==> src/rtl/muldiv_pkg.sv <==
// rtl/muldiv_pkg.sv - op codes, FSM states and op classification helpers for the mul/div engine
package muldiv_pkg;

    typedef enum logic [2:0] {
        MULT  = 3'd0,
        MULTU = 3'd1,
        MADD  = 3'd2,
        MADDU = 3'd3,
        MSUB  = 3'd4,
        MSUBU = 3'd5,
        DIV   = 3'd6,
        DIVU  = 3'd7
    } op_t;

    typedef enum logic [2:0] {
        S_IDLE     = 3'd0,
        S_MUL      = 3'd1,
        S_DIV_ZERO = 3'd2,
        S_DIV_ON   = 3'd3,
        S_DONE     = 3'd4
    } state_t;

    function automatic logic is_signed(input op_t op);
        return (op == MULT) || (op == MADD) || (op == MSUB) || (op == DIV);
    endfunction

    function automatic logic is_div(input op_t op);
        return (op == DIV) || (op == DIVU);
    endfunction

endpackage

==> src/rtl/muldiv_div_core.sv <==
// rtl/muldiv_div_core.sv - iterative restoring radix-2 divider on unsigned magnitudes
module muldiv_div_core
    import muldiv_pkg::*;
#(
    parameter int WIDTH = 32
) (
    input  logic             clk,
    input  logic             rst,
    input  logic             load,
    input  logic             step,
    input  logic [WIDTH-1:0] dividend,
    input  logic [WIDTH-1:0] divisor,
    output logic [WIDTH-1:0] quotient,
    output logic [WIDTH-1:0] remainder,
    output logic             last
);

    localparam int CW = $clog2(WIDTH);

    logic [WIDTH-1:0] rem;
    logic [WIDTH-1:0] quo;
    logic [WIDTH-1:0] dvs;
    logic [CW-1:0]    cnt;
    logic [WIDTH:0]   shifted;
    logic [WIDTH:0]   diff;
    logic             fits;

    // quotient/remainder are the values after the current step, so the
    // caller can capture the final result on the same edge as the last step
    always_comb begin
        shifted   = {rem, quo[WIDTH-1]};
        diff      = shifted - {1'b0, dvs};
        fits      = ~diff[WIDTH];
        quotient  = {quo[WIDTH-2:0], fits};
        remainder = fits ? diff[WIDTH-1:0] : shifted[WIDTH-1:0];
        last      = (cnt == CW'(WIDTH - 1));
    end

    always_ff @(posedge clk) begin
        if (rst) begin
            rem <= '0;
            quo <= '0;
            dvs <= '0;
            cnt <= '0;
        end else if (load) begin
            rem <= '0;
            quo <= dividend;
            dvs <= divisor;
            cnt <= '0;
        end else if (step) begin
            rem <= remainder;
            quo <= quotient;
            cnt <= cnt + 1'b1;
        end
    end

endmodule

==> src/rtl/muldiv_unit.sv <==
// rtl/muldiv_unit.sv - sequential multiply/accumulate/divide engine with start/ready handshake
module muldiv_unit
    import muldiv_pkg::*;
#(
    parameter int WIDTH      = 32,
    parameter int MUL_STAGES = 2
) (
    input  logic               clk,
    input  logic               rst,
    input  logic               start_i,
    input  logic [2:0]         op_i,
    input  logic [WIDTH-1:0]   opdata1_i,
    input  logic [WIDTH-1:0]   opdata2_i,
    input  logic [2*WIDTH-1:0] acc_i,
    input  logic               annul_i,
    output logic [2*WIDTH-1:0] result_o,
    output logic               ready_o,
    output logic               busy_o
);

    localparam int CW = (MUL_STAGES > 1) ? $clog2(MUL_STAGES) : 1;

    state_t             state, state_n;
    op_t                op_in, op_q;
    logic [WIDTH-1:0]   a_q, b_q;
    logic [2*WIDTH-1:0] acc_q;
    logic [CW-1:0]      cnt;
    logic               mul_last;

    logic               sgn_in, sgn_q;
    logic               div_load, div_step, div_last;
    logic [WIDTH-1:0]   div_a, div_b, div_quo, div_rem;
    logic [WIDTH-1:0]   ma, mb;
    logic [2*WIDTH-1:0] prod_u, prod, mul_res, div_res;
    logic               neg_prod;

    assign op_in    = op_t'(op_i);
    assign sgn_in   = is_signed(op_in);
    assign sgn_q    = is_signed(op_q);
    assign mul_last = (cnt == CW'(MUL_STAGES - 1));
    assign busy_o   = (state == S_MUL) || (state == S_DIV_ZERO) || (state == S_DIV_ON);

    // the divider loads straight from the request so its first step is the next edge
    assign div_a    = (sgn_in && opdata1_i[WIDTH-1]) ? -opdata1_i : opdata1_i;
    assign div_b    = (sgn_in && opdata2_i[WIDTH-1]) ? -opdata2_i : opdata2_i;
    assign div_load = (state == S_IDLE) && start_i && !annul_i && is_div(op_in) && (opdata2_i != '0);
    assign div_step = (state == S_DIV_ON) && !annul_i;

    muldiv_div_core #(.WIDTH(WIDTH)) u_div_core (
        .clk       (clk),
        .rst       (rst),
        .load      (div_load),
        .step      (div_step),
        .dividend  (div_a),
        .divisor   (div_b),
        .quotient  (div_quo),
        .remainder (div_rem),
        .last      (div_last)
    );

    always_comb begin
        ma       = (sgn_q && a_q[WIDTH-1]) ? -a_q : a_q;
        mb       = (sgn_q && b_q[WIDTH-1]) ? -b_q : b_q;
        neg_prod = sgn_q && (a_q[WIDTH-1] ^ b_q[WIDTH-1]);
        prod_u   = {{WIDTH{1'b0}}, ma} * {{WIDTH{1'b0}}, mb};
        prod     = neg_prod ? -prod_u : prod_u;
        case (op_q)
            MADD, MADDU: mul_res = acc_q + prod;
            MSUB, MSUBU: mul_res = acc_q - prod;
            default:     mul_res = prod;
        endcase
        // quotient sign follows the operand signs, remainder follows the dividend
        div_res = {(sgn_q && a_q[WIDTH-1]) ? -div_rem : div_rem,
                   neg_prod ? -div_quo : div_quo};
    end

    always_comb begin
        state_n = state;
        if (annul_i) begin
            state_n = S_IDLE;
        end else begin
            case (state)
                S_IDLE: begin
                    if (start_i) begin
                        if (!is_div(op_in))          state_n = S_MUL;
                        else if (opdata2_i == '0)    state_n = S_DIV_ZERO;
                        else                         state_n = S_DIV_ON;
                    end
                end
                S_MUL:      if (mul_last) state_n = S_DONE;
                S_DIV_ZERO: state_n = S_DONE;
                S_DIV_ON:   if (div_last) state_n = S_DONE;
                S_DONE:     if (!start_i) state_n = S_IDLE;
                default:    state_n = S_IDLE;
            endcase
        end
    end

    always_ff @(posedge clk) begin
        if (rst) begin
            state    <= S_IDLE;
            op_q     <= MULT;
            a_q      <= '0;
            b_q      <= '0;
            acc_q    <= '0;
            cnt      <= '0;
            result_o <= '0;
            ready_o  <= 1'b0;
        end else begin
            state <= state_n;
            if (annul_i) begin
                cnt      <= '0;
                result_o <= '0;
                ready_o  <= 1'b0;
            end else begin
                case (state)
                    S_IDLE: begin
                        if (start_i) begin
                            op_q  <= op_in;
                            a_q   <= opdata1_i;
                            b_q   <= opdata2_i;
                            acc_q <= acc_i;
                            cnt   <= '0;
                        end
                    end
                    S_MUL: begin
                        cnt <= cnt + 1'b1;
                        if (mul_last) result_o <= mul_res;
                    end
                    S_DIV_ZERO: result_o <= '0;
                    S_DIV_ON:   if (div_last) result_o <= div_res;
                    S_DONE:     ready_o <= start_i;
                    default:    ready_o <= 1'b0;
                endcase
            end
        end
    end

endmodule

==> config.mk <==
export PLATFORM = sky130hd
export DESIGN_NAME = muldiv_unit
export DESIGN_NICKNAME = d
export VERILOG_FILES = /design/src/rtl/muldiv_pkg.sv /design/src/rtl/muldiv_div_core.sv /design/src/rtl/muldiv_unit.sv
export SDC_FILE = /design/constraint.sdc
export NUM_CORES = 2
export LEC_CHECK = 0
export ABC_AREA = 1
export BUFFER_PORTS_ARGS = -buffer_cell sky130_fd_sc_hd__buf_2
export CAP_MARGIN = 20
export CORE_MARGIN = 3
export CORE_UTILIZATION = 40
export DETAILED_ROUTE_END_ITERATION = 8
export HOLD_SLACK_MARGIN = 0.03
export PLACE_DENSITY = 0.65
export RECOVER_POWER = 100
export SYNTH_ARGS = -nofsm -noshare
export SYNTH_HDL_FRONTEND = slang
export SYNTH_HIERARCHICAL = 1
export SYNTH_SLANG_ARGS = --single-unit
==> constraint.sdc <==
create_clock -name clk -period 29.2 [get_ports clk]
set_input_delay 1.46 -clock clk [delete_from_list [all_inputs] [get_ports clk]]
set_output_delay 1.46 -clock clk [all_outputs]
set_load 0.005 [all_outputs]
==> flow_summary.yaml <==
setup_path:
  start_kind: "flip-flop"
  crit_arrival_ps: 18230
  cp_common_cell: "nand2_1"
  max_stage_delay_ps: 3970
  cp.required_ps: 29730
  setup.worst_path.end_class: "flip-flop"
  critPathSlowestCell: "o21ai_0"
  reg2reg_depth: 51
  path_max_fanout: 27
  r2r_start: "op_q[0]"
  setup.worst_path.class: "reg2reg"
  reg2reg_slack_ps: 11500
  r2r_end: "result_o[56]"
placed_design:
  hpwl_um: 208000
  gp_congestion: 1.02
  io_buffers: 200
cts:
  cts.path.max_buffers: 3
  clk_pin_slew_ps: 60
  cts_tree: "yes"
  cts_resized: 0
  cts_num_sinks: 301
  cts_hold_buf: 0
  cts_setup_buffers: 0
  clockRootBuffer: "clkbuf_16"
  htreeDepth: 2
  insertion_delay_ps: 610
  cts_made_buffers: 38
die:
  die_width_um: 403
  row_count: 145
  num_io_pins: 201
  die_area_um2: 162000
  start_util: 0.403
  core_um2: 156000
  die-height_um: 403
global_routing:
  use_met2: 0.497
  grt_first_pass_wirelength_um: 381000
  grt_pass1_vias: 61400
  grt_antenna_before_repair: 9
  grt_remaining_overflow: 0
  top_usage_layer: "met2"
  grt_max_degree: 104
  grt_use_met1: 0.417
  grtUsageTotal: 0.310
  grtUsageMet3: 0.0468
drt:
  routed_wl_um: 254000
  drt_iter0_markers: 5672
  post-route-drc-count: 0
  drt_first_pass_iters: 9
  via_per_inst: 5.36
  ant_nets: 0
  routedWlPerCell_um: 22.0
  route.vias.total: 61900
synth:
  yosys_register_bits: 301
  synth_top_area_share: 0.285
  synthArstFlopShare: 0
  synth_nets: 10900
  synthTopCellsByArea: "fa_1, nand2_1, inv_1"
  yosysMostFrequentCell: "nand2_1"
  synth_edf_count: 0
  yosysTopAreaCell: "fa_1"
  synth_ff_type: "dfxtp_1"
  synth_cell_types: 61
  syn_area_um2: 63000
  yosysSeqAreaShare: 0.0956
  syn_area_per_cell_um2: 6.67
  yosysWarnings: 6
  netlist_instances: 9451
  netlist_top_cells_count: "nand2_1, inv_1, nor2_1, fa_1, o21ai_0"
finish:
  layout-drive-gt1-share: 0.0574
  area_growth_pct: 6.63
  nNetsFinal: 10900
sta:
  timing.slew.headroom: -2.39
  fmax_ghz: 0.0565
  rsz0062_at_grt: "no"
  setup_violations: 0
  tightest_slew_ps: 5040
  min_period_ps: 17700
  tns_ps: 0
  drv_slew: 500
  fin_crit_sh: 0.606
  finClkSkew_ps: 55.2
  final_hold_viol_count: 0
run:
  cap_viol_max_count: 9
min_path:
  hold_depth: 2
  min_to: "u_div_core/cnt[4]"
  hp-start: "u_div_core/cnt[4]"
  hold_path_class: "reg2reg"
outcome:
  status: "finished with violations"
  violations: "capacitance limit, slew limit"
## how the worst max path moves through the flow
stage,end,start,cells after the start
5_1_grt,result_o[56],op_q[0],51
3_3_place_gp,result_o[63],a_q[0],75
4_1_cts,result_o[62],a_q[0],61
3_5_place_dp,result_o[62],a_q[0],61
2_1_floorplan,result_o[63],a_q[0],71
6_report,result_o[56],op_q[0],51
## registers in the layout, summed over array words and instances, names as in the netlist
signal	flops
state	3
b_q	32
result_o	64
u_div_core/cnt	5
cnt	1
ready_o	1
a_q	32
u_div_core/dvs	32
u_div_core/quo	32
op_q	3
u_div_core/rem	32
acc_q	64
## through the flow
stage | util | worst slack (ps) | std cells | hold slack (ps) | instance area (µm²)
global route | 0.430 | 10600 | 11500 | 495 | 67200
global placement | 0.422 | 14450 | 11500 | 455 | 66000
finish | 0.430 | 11500 | 11500 | 468 | 67200
CTS | 0.431 | 14430 | 11500 | 472 | 67400
floorplan | - | 17810 | 9451 | 434 | 63000
detailed placement | 0.422 | 14460 | 11500 | 465 | 66100
## cell type report
cell class              instances  area [µm²]
clock buffers                  51        1080
repair buffers                309        1740
well taps                    2058        2570
diodes                          4        10.0
clock inverters                17         250
flip-flops and latches        301        6030
fillers                     16700       89200
multi-input cells            6813       48100
inverters                    1990        7470
## critical path: cells and delay by family (launching register included)
kind | cells | cell delay [ps]
AOI/OAI and AO/OA | 6 | 5200
xor gates and xnor gates | 2 | 550
adders and majority gates | 9 | 4300
buffers and inverters | 11 | 2890
DFF | 1 | 310
and+or+nand+nor | 23 | 4380
## layout by cell type (no fill, tap or decap), drive strengths merged, types with 2 or more instances in the layout
cell type,n
a31oi,89
clkinvlp,2
o31ai,8
bufinv,4
a21o,9
inv,1962
nand3,405
clkinv,39
dfxtp,301
a21oi,369
a21boi,6
xor2,166
o21a,4
buf,253
or3,4
fa,898
xnor2,51
a31o,3
nor3b,7
a22oi,15
or2,44
o221ai,14
clkbuf,107
o21ai,432
nor4,21
nor2,1247
nand4,72
o41ai,7
diode,4
nand3b,25
and2,8
ha,368
and3,4
o211ai,48
o21bai,18
nor3,86
nand2,2378
o311ai,2
## kinds of logic after synthesis
logic type                 count (synthesis)  share of synthesized area
AOI/OAI and AO/OA                       1029                     0.0911
DFF                                      301                     0.0956
buffers and inverters                   2337                      0.142
xor gates and xnor gates                 217                     0.0303
and+or+nand+nor                         4301                      0.283
adders and majority gates               1266                      0.358
## routing by layer
layer	up-vias	wire length, µm
met1	30000	106000
met4	8	12500
met5	-	46
met2	2817	113000
li1	28600	-
met3	512	22100
Power is left out: the tool's default activity adds up to more than one toggle a clock period on the data nets, which glitch-free logic cannot reach.
